===== config.mk =====
export PLATFORM = sky130hd
export DESIGN_NAME = uart_rx_ovs
export DESIGN_NICKNAME = d
export VERILOG_FILES = /design/src/rtl/uart_pkg.sv /design/src/rtl/uart_baud_tick.sv /design/src/rtl/uart_rx_ovs.sv
export SDC_FILE = /design/constraint.sdc
export NUM_CORES = 1
export LEC_CHECK = 0
export BUFFER_PORTS_ARGS = -buffer_cell sky130_fd_sc_hd__buf_2
export CAP_MARGIN = 30
export CORE_ASPECT_RATIO = 1.2
export CORE_MARGIN = 5
export CORE_UTILIZATION = 48
export DETAILED_ROUTE_END_ITERATION = 8
export HOLD_SLACK_MARGIN = 0.1
export PLACE_DENSITY_LB_ADDON = 0.2
export SYNTH_ARGS = -nofsm -noshare
export SYNTH_HDL_FRONTEND = slang
export SYNTH_SLANG_ARGS = --single-unit

===== constraint.sdc =====
create_clock -name clk -period 1.7 [get_ports clk]
set_clock_uncertainty 0.05 [all_clocks]
set_input_delay 0.34 -clock clk [delete_from_list [all_inputs] [get_ports clk]]
set_output_delay 0.34 -clock clk [all_outputs]
set_load 0.005 [all_outputs]

===== src/rtl/uart_pkg.sv =====
// Shared UART definitions: receiver state encoding and parity mode constants.
package uart_pkg;

  localparam int unsigned PAR_NONE = 0;
  localparam int unsigned PAR_EVEN = 1;
  localparam int unsigned PAR_ODD  = 2;

  typedef enum logic [2:0] {
    ST_IDLE   = 3'd0,
    ST_START  = 3'd1,
    ST_DATA   = 3'd2,
    ST_PARITY = 3'd3,
    ST_STOP   = 3'd4
  } rx_state_e;

endpackage


===== src/rtl/uart_baud_tick.sv =====
// Oversample tick generator: one-cycle registered tick every baud_div+1 clocks.
module uart_baud_tick (
  input  logic        clk,
  input  logic        rst,
  input  logic        clear,
  input  logic [15:0] baud_div,
  output logic        tick
);

  logic [15:0] r_cnt;
  logic        r_tick;

  // Divide-by-(baud_div+1) counter; clear restarts the phase from zero.
  always_ff @(posedge clk or posedge rst) begin
    if (rst) begin
      r_cnt  <= '0;
      r_tick <= 1'b0;
    end else if (clear) begin
      r_cnt  <= '0;
      r_tick <= 1'b0;
    end else if (r_cnt == baud_div) begin
      r_cnt  <= '0;
      r_tick <= 1'b1;
    end else begin
      r_cnt  <= r_cnt + 16'd1;
      r_tick <= 1'b0;
    end
  end

  assign tick = r_tick;

endmodule


===== src/rtl/uart_rx_ovs.sv =====
// Oversampling UART receiver with parity/framing checks and a one-word output holding register.
module uart_rx_ovs
  import uart_pkg::*;
#(
  parameter int unsigned DATA_BITS   = 8,
  parameter int unsigned PARITY_MODE = 0,
  parameter int unsigned STOP_BITS   = 1,
  parameter int unsigned OVS         = 16
) (
  input  logic                 clk,
  input  logic                 rst,
  input  logic                 rx_en,
  input  logic                 rxd,
  input  logic [15:0]          baud_div,
  output logic [DATA_BITS-1:0] rx_data,
  output logic                 rx_valid,
  input  logic                 rx_ready,
  output logic                 parity_err,
  output logic                 frame_err,
  output logic                 overrun_err
);

  localparam int unsigned TW = $clog2(OVS);
  localparam int unsigned BW = 4;
  localparam logic [TW-1:0] START_MID = TW'(OVS / 2 - 1);
  localparam logic [TW-1:0] BIT_END   = TW'(OVS - 1);
  localparam logic [BW-1:0] LAST_DATA = BW'(DATA_BITS - 1);
  localparam logic [BW-1:0] LAST_STOP = BW'(STOP_BITS - 1);

  if (DATA_BITS < 5 || DATA_BITS > 9) begin : g_bad_data_bits
    $fatal(1, "uart_rx_ovs: DATA_BITS must be 5..9");
  end
  if (PARITY_MODE > PAR_ODD) begin : g_bad_parity
    $fatal(1, "uart_rx_ovs: PARITY_MODE must be 0, 1 or 2");
  end
  if (STOP_BITS != 1 && STOP_BITS != 2) begin : g_bad_stop
    $fatal(1, "uart_rx_ovs: STOP_BITS must be 1 or 2");
  end
  if (OVS != 8 && OVS != 16) begin : g_bad_ovs
    $fatal(1, "uart_rx_ovs: OVS must be 8 or 16");
  end

  rx_state_e            r_state;
  logic                 r_rxd_meta;
  logic                 r_rxd_sync;
  logic                 r_rxd_prev;
  logic [TW-1:0]        r_tick_cnt;
  logic [BW-1:0]        r_bit_cnt;
  logic [DATA_BITS-1:0] r_shift;
  logic                 r_par_err;
  logic                 r_frm_err;
  logic [DATA_BITS-1:0] r_rx_data;
  logic                 r_rx_valid;
  logic                 r_parity_err;
  logic                 r_frame_err;
  logic                 r_overrun_err;

  logic w_tick;
  logic w_fall;
  logic w_bit_end;
  logic w_par_exp;

  // Tick phase is held at zero while idle so the first tick of a frame is aligned to the start edge.
  uart_baud_tick u_tick (
    .clk      (clk),
    .rst      (rst),
    .clear    (r_state == ST_IDLE),
    .baud_div (baud_div),
    .tick     (w_tick)
  );

  assign w_fall    = r_rxd_prev & ~r_rxd_sync;
  assign w_bit_end = w_tick && (r_tick_cnt == BIT_END);
  assign w_par_exp = (PARITY_MODE == PAR_ODD) ? ~(^r_shift) : ^r_shift;

  // Two-flop synchronizer plus a delayed copy for falling-edge detection.
  always_ff @(posedge clk or posedge rst) begin
    if (rst) begin
      r_rxd_meta <= 1'b1;
      r_rxd_sync <= 1'b1;
      r_rxd_prev <= 1'b1;
    end else begin
      r_rxd_meta <= rxd;
      r_rxd_sync <= r_rxd_meta;
      r_rxd_prev <= r_rxd_sync;
    end
  end

  // Frame FSM, mid-bit sampling and output holding register.
  always_ff @(posedge clk or posedge rst) begin
    if (rst) begin
      r_state       <= ST_IDLE;
      r_tick_cnt    <= '0;
      r_bit_cnt     <= '0;
      r_shift       <= '0;
      r_par_err     <= 1'b0;
      r_frm_err     <= 1'b0;
      r_rx_data     <= '0;
      r_rx_valid    <= 1'b0;
      r_parity_err  <= 1'b0;
      r_frame_err   <= 1'b0;
      r_overrun_err <= 1'b0;
    end else begin
      r_overrun_err <= 1'b0;
      if (r_rx_valid && rx_ready) begin
        r_rx_valid <= 1'b0;
      end
      if (!rx_en) begin
        r_state <= ST_IDLE;
      end else begin
        unique case (r_state)
          ST_IDLE: begin
            r_tick_cnt <= '0;
            r_bit_cnt  <= '0;
            r_par_err  <= 1'b0;
            r_frm_err  <= 1'b0;
            if (w_fall) begin
              r_state <= ST_START;
            end
          end
          ST_START: begin
            if (w_tick) begin
              if (r_tick_cnt == START_MID) begin
                r_tick_cnt <= '0;
                r_state    <= r_rxd_sync ? ST_IDLE : ST_DATA;
              end else begin
                r_tick_cnt <= r_tick_cnt + TW'(1);
              end
            end
          end
          ST_DATA: begin
            if (w_bit_end) begin
              r_tick_cnt <= '0;
              r_shift    <= {r_rxd_sync, r_shift[DATA_BITS-1:1]};
              if (r_bit_cnt == LAST_DATA) begin
                r_bit_cnt <= '0;
                r_state   <= (PARITY_MODE != PAR_NONE) ? ST_PARITY : ST_STOP;
              end else begin
                r_bit_cnt <= r_bit_cnt + BW'(1);
              end
            end else if (w_tick) begin
              r_tick_cnt <= r_tick_cnt + TW'(1);
            end
          end
          ST_PARITY: begin
            if (w_bit_end) begin
              r_tick_cnt <= '0;
              r_par_err  <= r_rxd_sync ^ w_par_exp;
              r_state    <= ST_STOP;
            end else if (w_tick) begin
              r_tick_cnt <= r_tick_cnt + TW'(1);
            end
          end
          ST_STOP: begin
            if (w_bit_end) begin
              r_tick_cnt <= '0;
              if (r_bit_cnt == LAST_STOP) begin
                r_state <= ST_IDLE;
                if (!r_rx_valid || rx_ready) begin
                  r_rx_data    <= r_shift;
                  r_parity_err <= r_par_err;
                  r_frame_err  <= r_frm_err | ~r_rxd_sync;
                  r_rx_valid   <= 1'b1;
                end else begin
                  r_overrun_err <= 1'b1;
                end
              end else begin
                r_bit_cnt <= r_bit_cnt + BW'(1);
                r_frm_err <= r_frm_err | ~r_rxd_sync;
              end
            end else if (w_tick) begin
              r_tick_cnt <= r_tick_cnt + TW'(1);
            end
          end
          default: r_state <= ST_IDLE;
        endcase
      end
    end
  end

  assign rx_data     = r_rx_data;
  assign rx_valid    = r_rx_valid;
  assign parity_err  = r_parity_err;
  assign frame_err   = r_frame_err;
  assign overrun_err = r_overrun_err;

endmodule


; ---- After elaboration in Yosys (flattened, before gate mapping)
; Index checks and enable logic that the tools add are counted.
[totals]
elab_cells = 105
register_bits = 53
output_inout_bits = 12
[op_classes]
n_eq_ne = 22
n_reduce_logical = 19
n_mux = 41
n_bitwise = 4
n_addsub = 3
[ops]
columns = cell, count
row1 = 16-bit 2-to-1 mux, 2
row2 = 4-bit 2-to-1 mux, 8
row3 = 3-bit 2-to-1 mux, 9
row4 = 4-bit case mux with 3 select lines, 2
row5 = "3-bit inequality test, second input constant", 7
row6 = "16-bit by 1-bit adder with 16-bit output, second input constant", 1
row7 = 16-bit == test, 1
row8 = 1-bit 2-to-1 mux, 16
row9 = 3-bit case mux with 5 select lines, 1
row10 = 5-bit AND reduction, 2
row11 = "4-bit by 1-bit adder with 4-bit output, second input constant", 2
row12 = "4-bit by 3-bit == test with 1-bit output, second input constant", 2
row13 = "2-bit inequality test, second input constant", 4
row14 = 4-bit AND reduction, 2
row15 = 8-bit AND reduction, 1
row16 = 8-bit XOR reduction, 1
row17 = "3-bit by 2-bit == test with 1-bit output, second input constant", 2
row18 = 3-bit AND reduction, 2
row19 = 3-bit nonzero test, 2
row20 = "4-bit == test, second input constant", 1
row21 = 4-bit zero test, 1
row22 = 1-bit case mux with 2 select lines, 2
row23 = 2-bit nonzero test, 2
row24 = "3-bit by 1-bit == test with 1-bit output, second input constant", 1
row25 = 14 further kinds, 15

; ---- Longest topological paths before layout
; Gate-level depths: netlist (run 1).
[depth]
ltp_word = 7
mapped_depth = 8
ltp_nobuf = 7

; ---- Cells and area by module
; A second synthesis (run 1) with hierarchy kept.
[hier_totals]
cells_unflattened = 267
area_unflattened_um2 = 2822.7
[modules_own_cells]
columns = module, cells_per_inst, area_each_um2, n_inst
row1 = uart_rx_ovs, 162, 1793.0, 1
row2 = uart_baud_tick, 105, 1029.7, 1

; ---- Least setup slack after synthesis (run 1)
; No wires, ideal clock.
[synth_timing]
kind = reg-to-reg
startpoint = register r_bit_cnt[0]
endpoint = register r_parity_err (netlist: parity_err)
required_time_ps = 1525
arrival_ps = 1643
slack_ps = -118
setup_ps = 125
path_buffers = 1
path_stages_with_launch = 7
cell_sequence = dfrtp_1 inv_1 ha_1 nor3b_1 and4_1 buf_4 mux2_2
[synth_between]
elab_chain_cells = 2
[synth_rtl]
columns = item, line_no
row1 = "start, declared", uart_rx_ovs.sv:48  ; logic [BW-1:0] r_bit_cnt;
row2 = "start signal, assigned", uart_rx_ovs.sv:139  ; r_bit_cnt <= r_bit_cnt + BW'(1);
row3 = "start signal, assigned", uart_rx_ovs.sv:168  ; r_bit_cnt <= r_bit_cnt + BW'(1);
row4 = 4-bit zero test, uart_rx_ovs.sv:157  ; if (r_bit_cnt == LAST_STOP) begin
row5 = 5-bit AND reduction (no line), n/a
row6 = "end signal, assigned", uart_rx_ovs.sv:161  ; r_parity_err <= r_par_err;
row7 = "end, declared", uart_rx_ovs.sv:54  ; logic r_parity_err;
; Every way passes these cells.
; A chain may end at the register's enable or synchronous reset.

; ---- Final worst setup path (run 1)
[layout_timing]
startpoint = register r_bit_cnt[0]
endpoint = register r_state[1]
[layout_between]
elab_chain_cells = 3
elab_cells_between_ends = 5
[layout_rtl]
columns = item, line_no
row1 = 4-bit by 3-bit == test with 1-bit output / 4-bit zero test (equally long branches), "uart_rx_ovs.sv:135, uart_rx_ovs.sv:157"
row2 = 3-bit inequality test (no line), n/a
row3 = 8-bit AND reduction (no line) (*), n/a
row4 = "end signal, assigned", uart_rx_ovs.sv:125  ; r_state <= r_rxd_sync ? ST_IDLE : ST_DATA;
row5 = "end signal, assigned", uart_rx_ovs.sv:137  ; r_state <= (PARITY_MODE != PAR_NONE) ? ST_PARITY : ST_STOP;
row6 = "end, declared", uart_rx_ovs.sv:43  ; rx_state_e r_state;
; Mark *: on every way between the ends. The rest lies on a longest branch, timed or not.

==> impl_metrics.json, run 1 <==
{
  "status": "complete, but fails checks",
  "violations": "setup timing",
  "critPathTopFamily": "simple AND/OR/NAND/NOR gates",
  "timing.hold.ws_ps": 200.1,
  "rr_worst_depth": 7,
  "grt-ovfl-total": 0,
  "slew_viol_final": 0,
  "die_y_um": 92.10,
  "slowest_stage": "dfrtp_1",
  "dieArea_sq_um": 7222,
  "cts_tree": "built",
  "grt_max_degree": 21,
  "async_flop_share_pct": 100.0,
  "final_nets": 358,
  "ys_ff_latch": 53,
  "dp_hpwl_um": 3998,
  "synth.most_common_cell": "dfrtp_1",
  "synth_fa_ha_area_share_pct": 2.227,
  "dr.first_iter.drc_count": 75,
  "slew_headroom_pct": 75.89,
  "grt_usage_pct": 15.84,
  "synthFlopType": "dfrtp_1",
  "synth_edf_count": 0,
  "criticalPathCategory": "reg -> reg",
  "grt_pass1_wl_um": 9156,
  "remaining_drc_errors": 0,
  "htreeDepth": 2,
  "setup_viol": 20,
  "seq_area_frac_synth_pct": 49.33,
  "cp_num_buf_inv": 1,
  "critPathLaunch": "r_bit_cnt[0]",
  "synth_top_cell_by_area": "dfrtp_1",
  "synth_mux_area_share_pct": 7.842,
  "syn_avg_cell_area_sq_um": 10.57,
  "cp_max_fo": 3,
  "io_buffer_count": 32,
  "vdd_drop_max_v": 0.0006045,
  "worst-path-stages": 7,
  "synth_top_family_by_area": "simple AND/OR/NAND/NOR gates",
  "rsz0062_at_grt": "yes",
  "dp.cells": 382,
  "detail-route-antenna-nets": 0,
  "die_x_um": 78.42,
  "syn_area_sq_um": 2696,
  "synth-compound-area-share_pct": 5.940,
  "fillers": 446,
  "yosysWarningCount": 0,
  "crit_path_cell_trace": "inv_1, ha_1, or3b_4, a22oi_2, o211ai_2, or3_1, a21oi_2",
  "cpPeakStageDelay_ps": 390,
  "insertion_delay_ps": 310,
  "postPlaceCellArea_sq_um": 3276,
  "dr.pass1.iters": 4,
  "netlist_top_cells_area": "dfrtp_1 (46%), xor2_1 (9.1%), mux2_2 (7.1%), nor2_1 (4.0%), xnor2_1 (3.6%)",
  "p_per_area_nw_per_um2": 789.9,
  "clk_pin_slew_ps": 110,
  "r2r_end": "r_state[1]",
  "synth_xor_area_share_pct": 13.27,
  "num_antenna_cells": 0,
  "syn_nets": 280,
  "avgViaCountPerCell": 5.078,
  "cts_sinks": 53,
  "fin_crit_ps": 1834,
  "design_area_sq_um": 3617,
  "worstPathArrival_ps": 2030,
  "p_leak_nw": 1.745,
  "wl_um": 5543,
  "end_kind": "flip-flop",
  "synth_commonest_cells": "dfrtp_1 (50), nor2_1 (29), xor2_1 (28)",
  "rows": 30,
  "numCtsBuffers": 5,
  "root_buffer": "clkbuf_8",
  "worstSetupEndpoint": "r_state[1]",
  "finalHoldViolations": 0,
  "grt_pass1_vias": 2065,
  "num_vias": 2021,
  "crit_required_ps": 1890,
  "fin_crit_sh_pct": 107.9,
  "fin_setup_tns_ps": -912.4,
  "area_growth_pct": 34.15,
  "antenna_found_initial": 0,
  "final.setup.worst_slack_ps": -134.2,
  "maxCapViolCount": 0,
  "worst_hold_path_type": "in -> reg",
  "synth_cells": 255,
  "fp.coreArea_sq_um": 5555,
  "r2r-start": "r_bit_cnt[0]",
  "fin_cells": 398,
  "max_freq_ghz": 0.5452,
  "synthSimpleGateAreaFrac_pct": 18.47,
  "top_level_ports": 33,
  "drive_above_1_share_pct": 39.52,
  "worstSetupStartpointType": "flip-flop",
  "clk_path_buf_depth": 2,
  "place_congestion": 0.8472,
  "synth_top_cell_area_share_pct": 46.40,
  "start_util_pct": 48.54,
  "ys_types": 45,
  "worst_pin_slew_ps": 361.6,
  "r2r_slack_ps": -130,
  "avgRoutedWirePerCell_um": 13.93
}
-- flip-flops by register name, indices dropped and copies added, names as in the netlist, 3 cells and up --
signal        flops
u_tick.r_cnt     16
r_shift           8
rx_data           8
r_bit_cnt         4
r_tick_cnt        4
r_state           3
-- layout by cell type, fill, tap and decap left out, types with 3 or more instances in the layout --
| master | netlist | layout |
|---|---|---|
| clkbuf_8 | 0 | 5 |
| mux2_4 | 0 | 17 |
| nor3b_2 | 1 | 3 |
| nand2_1 | 18 | 18 |
| dfrtp_1 | 50 | 50 |
| buf_12 | 0 | 5 |
| nand2b_1 | 6 | 5 |
| buf_4 | 4 | 36 |
| dfstp_2 | 3 | 3 |
| nand3_1 | 9 | 9 |
| buf_2 | 2 | 32 |
| o21ai_0 | 8 | 7 |
| a21oi_1 | 6 | 4 |
| inv_1 | 9 | 8 |
| nor2_1 | 29 | 26 |
| xnor2_1 | 11 | 11 |
| nor2_2 | 1 | 4 |
| nor4_1 | 5 | 3 |
| xor2_1 | 28 | 28 |
| and3_1 | 6 | 6 |
| nand4_1 | 6 | 6 |
-- worst reg2reg max path, stage by stage (launching register included) --
cell      delay [ps]
dfrtp_1          390
inv_1             60
ha_1             150
or3b_4           370
a22oi_2          150
o211ai_2         130
or3_1            350
a21oi_2          130
-- kinds of logic after synthesis --
| kind of cell | Yosys count |
|---|---|
| muxes | 19 |
| xor gates and xnor gates | 40 |
| AOI/OAI and AO/OA | 25 |
| adders and majority gates | 5 |
| and+or+nand+nor | 97 |
| buffers and inverters | 16 |
| DFF | 53 |
-- metal layers --
metal  track usage [%]  vias up  part of all wire (%)
li1                  -     1023                     -
met1             19.31      970                    45
met2             27.07       24                    51
met3             3.635        4                   2.9
met4             5.977        0                   1.1
met5                 0        -                     0
-- report_power, final --
| part | total [mW] | internal [mW] | switching (mW) |
|---|---|---|---|
| registers | 1.38 | 1.31 | 0.0736 |
| logic | 0.730 | 0.372 | 0.358 |
| clock network | 0.743 | 0.301 | 0.441 |
| total | 2.86 | 1.98 | 0.873 |
-- worst min path at each step --
stage	endpoint	slack, ps	cells after the start	from
floorplan	r_rxd_meta	290	0	rxd
global placement	u_tick.r_cnt[10]	230	2	rst
detailed placement	u_tick.r_cnt[9]	230	2	rst
CTS	r_frm_err	190	2	rx_en
global route	r_frm_err	190	2	rx_en
finish	r_frm_err	200	2	rx_en
-- metrics by stage --
step	util [%]	worst slack (ps)	total power, mW
3_3_place_gp	58.96	-34.86	2.052
4_1_cts	62.21	-108.9	2.837
5_1_grt	65.11	-216.5	3.030
6_report	65.11	-134.2	2.857
3_5_place_dp	58.96	-88.23	2.062
2_1_floorplan	-	-64.97	1.759
-- area by class of cell --
| class | count | area [sq um] | area share [%] |
|---|---|---|---|
| Clock inverter | 3 | 25.02 | 0.6918 |
| Clock buffer | 5 | 68.82 | 1.902 |
| Timing Repair Buffer | 78 | 598.1 | 16.53 |
| Tap cell | 64 | 80.08 | 2.214 |
| Multi-Input combinational cell | 186 | 1481 | 40.95 |
| Inverter | 9 | 33.78 | 0.9339 |
| Sequential cell | 53 | 1330 | 36.77 |
-- repair_timing --
action	CTS	global route
resized for setup	12	25
setup endpoints to repair	23	42
pin swaps	2	6
hold endpoints to repair	7	0
buffers inserted	2	3
hold buffers	2	0
gates cloned	0	1
Power figures use the tool's default switching activity.
==> inputs of run 2 (changes only) <==
- CORE_MARGIN: 5 -> 2
- SKIP_LAST_GASP: unset -> 1
==> impl_metrics.json, run 2 (same netlist as run 1, synthesis figures left out) <==
{
  "grt_usage_pct": 18.44,
  "violations": "setup timing",
  "slowest_stage": "dfrtp_1",
  "worstPathArrival_ps": 1980,
  "fin_crit_sh_pct": 105.3,
  "grt-ovfl-total": 0,
  "worst_pin_slew_ps": 380.7,
  "num_vias": 1989,
  "regMostFlops": "u_tick.r_cnt",
  "largest_reg_flops": 16,
  "detail-route-antenna-nets": 0,
  "cp_max_fo": 3,
  "clk_pin_slew_ps": 90,
  "io_buffer_count": 32,
  "worstSetupStartpointType": "flip-flop",
  "antenna_found_initial": 0,
  "r2r_slack_ps": -90,
  "avgViaCountPerCell": 5.140,
  "worst_hold_path_type": "in -> reg",
  "cpPeakStageDelay_ps": 390,
  "drive_above_1_share_pct": 35.08,
  "max_freq_ghz": 0.5584,
  "place_congestion": 0.8167,
  "insertion_delay_ps": 300,
  "status": "complete, but fails checks",
  "end_kind": "flip-flop",
  "p_per_area_nw_per_um2": 815.1,
  "p_leak_nw": 1.664,
  "multiInputGateArea_sq_um": 1395,
  "die_y_um": 86.10,
  "maxCapViolCount": 0,
  "clk_path_buf_depth": 2,
  "final.setup.worst_slack_ps": -90.81,
  "wl_um": 5123,
  "final_nets": 349,
  "fp.coreArea_sq_um": 5370,
  "slew_headroom_pct": 74.58,
  "setup_viol": 12,
  "slew_viol_final": 0,
  "rows": 29,
  "dp_slack_ps": -90.18,
  "dieArea_sq_um": 6235,
  "avgRoutedWirePerCell_um": 13.24,
  "rsz0062_at_grt": "yes",
  "htreeDepth": 2,
  "fin_cells": 387,
  "grt_pass1_vias": 2056,
  "area_growth_pct": 26.68,
  "cts_tree": "built",
  "start_util_pct": 50.21,
  "dr.pass1.iters": 4,
  "dr.first_iter.drc_count": 68,
  "dp_hpwl_um": 3895,
  "final_core_util_pct": 63.61,
  "grt_max_degree": 28,
  "finalHoldViolations": 0,
  "crit_path_cell_trace": "inv_1, ha_1, or3b_1, a22oi_2, o211ai_2, or3_1, a21oi_2",
  "num_antenna_cells": 0,
  "cts_sinks": 53,
  "top_level_ports": 33,
  "remaining_drc_errors": 0,
  "grt_pass1_wl_um": 9094,
  "fin_crit_ps": 1791,
  "crit_required_ps": 1880,
  "final_cell_mix": "dfrtp_1 (50), buf_2 (32), buf_4 (31)",
  "die_x_um": 72.42,
  "criticalPathCategory": "reg -> reg",
  "root_buffer": "clkbuf_8",
  "dp.cells": 376,
  "fillers": 453,
  "fin_setup_tns_ps": -273.3,
  "numCtsBuffers": 5,
  "vdd_drop_max_v": 0.0005147,
  "timing.hold.ws_ps": 228.5,
  "regArea_sq_um": 1330,
  "final_common_cell": "dfrtp_1"
}
run 2: cell count changes in the layout (fill, tap and decap cells not counted), moves of 2 or more:
cell,previous run,this run
buf_4,36,31
mux2_2,0,3
mux2_4,17,14
buf_12,5,3
inv_6,2,0
run 2: per-layer routing:
| layer | wire length, um | global-route usage [%] | vias to the layer above |
|---|---|---|---|
| met1 | 2301 | 23.02 | 945 |
| met5 | 0 | 0 | - |
| met3 | 143 | 3.055 | 7 |
| met2 | 2606 | 32.19 | 28 |
| met4 | 72 | 6.229 | 0 |
| li1 | - | - | 1009 |
run 2: critical path: cells and delay by family, from the launching register on:
kind	cells	cell delay, ps
AOI/OAI and AO/OA	3	390
DFF	1	390
and+or+nand+nor	2	700
adders and majority gates	1	140
buffers and inverters	1	60
run 2: area by class of cell:
type | count | area share [%]
inverters | 9 | 0.9890
repair buffers | 69 | 14.18
clock inverters | 3 | 0.7692
flip-flops and latches | 53 | 38.94
clock buffers | 5 | 2.015
well taps | 62 | 2.271
multi-input cells | 186 | 40.84
run 2: report_power, final:
part	switching, mW	internal, mW	total (mW)
clock network	0.427	0.300	0.727
registers	0.0753	1.31	1.39
logic	0.333	0.339	0.671
total	0.835	1.95	2.78
run 2: through the flow:
step	cell area, sq um	total power, mW
2_1_floorplan	2736	1.759
3_3_place_gp	3218	2.021
3_5_place_dp	3218	2.034
4_1_cts	3344	2.795
5_1_grt	3416	2.949
6_report	3416	2.784
run 2: repair_timing:
action,in CTS,in global routing
endpoints found under the setup margin,22,45
pin swaps,2,1
buffers inserted,1,0
hold buffers,2,0
endpoints found under the hold margin,14,0
resized for setup,1,16
run 2: path summary, 6_finish.rpt:
kind | from | to | cells past startpoint
min in group asynchronous | rst | r_par_err | 3
hold reg to reg | r_rxd_meta | r_rxd_sync | 0
max in group asynchronous | rst | u_tick.r_cnt[4] | 4
hold / removal | rx_en | r_frm_err | 2
setup / recovery | r_bit_cnt[0] | r_state[1] | 7
setup reg to reg | r_bit_cnt[0] | r_state[1] | 7
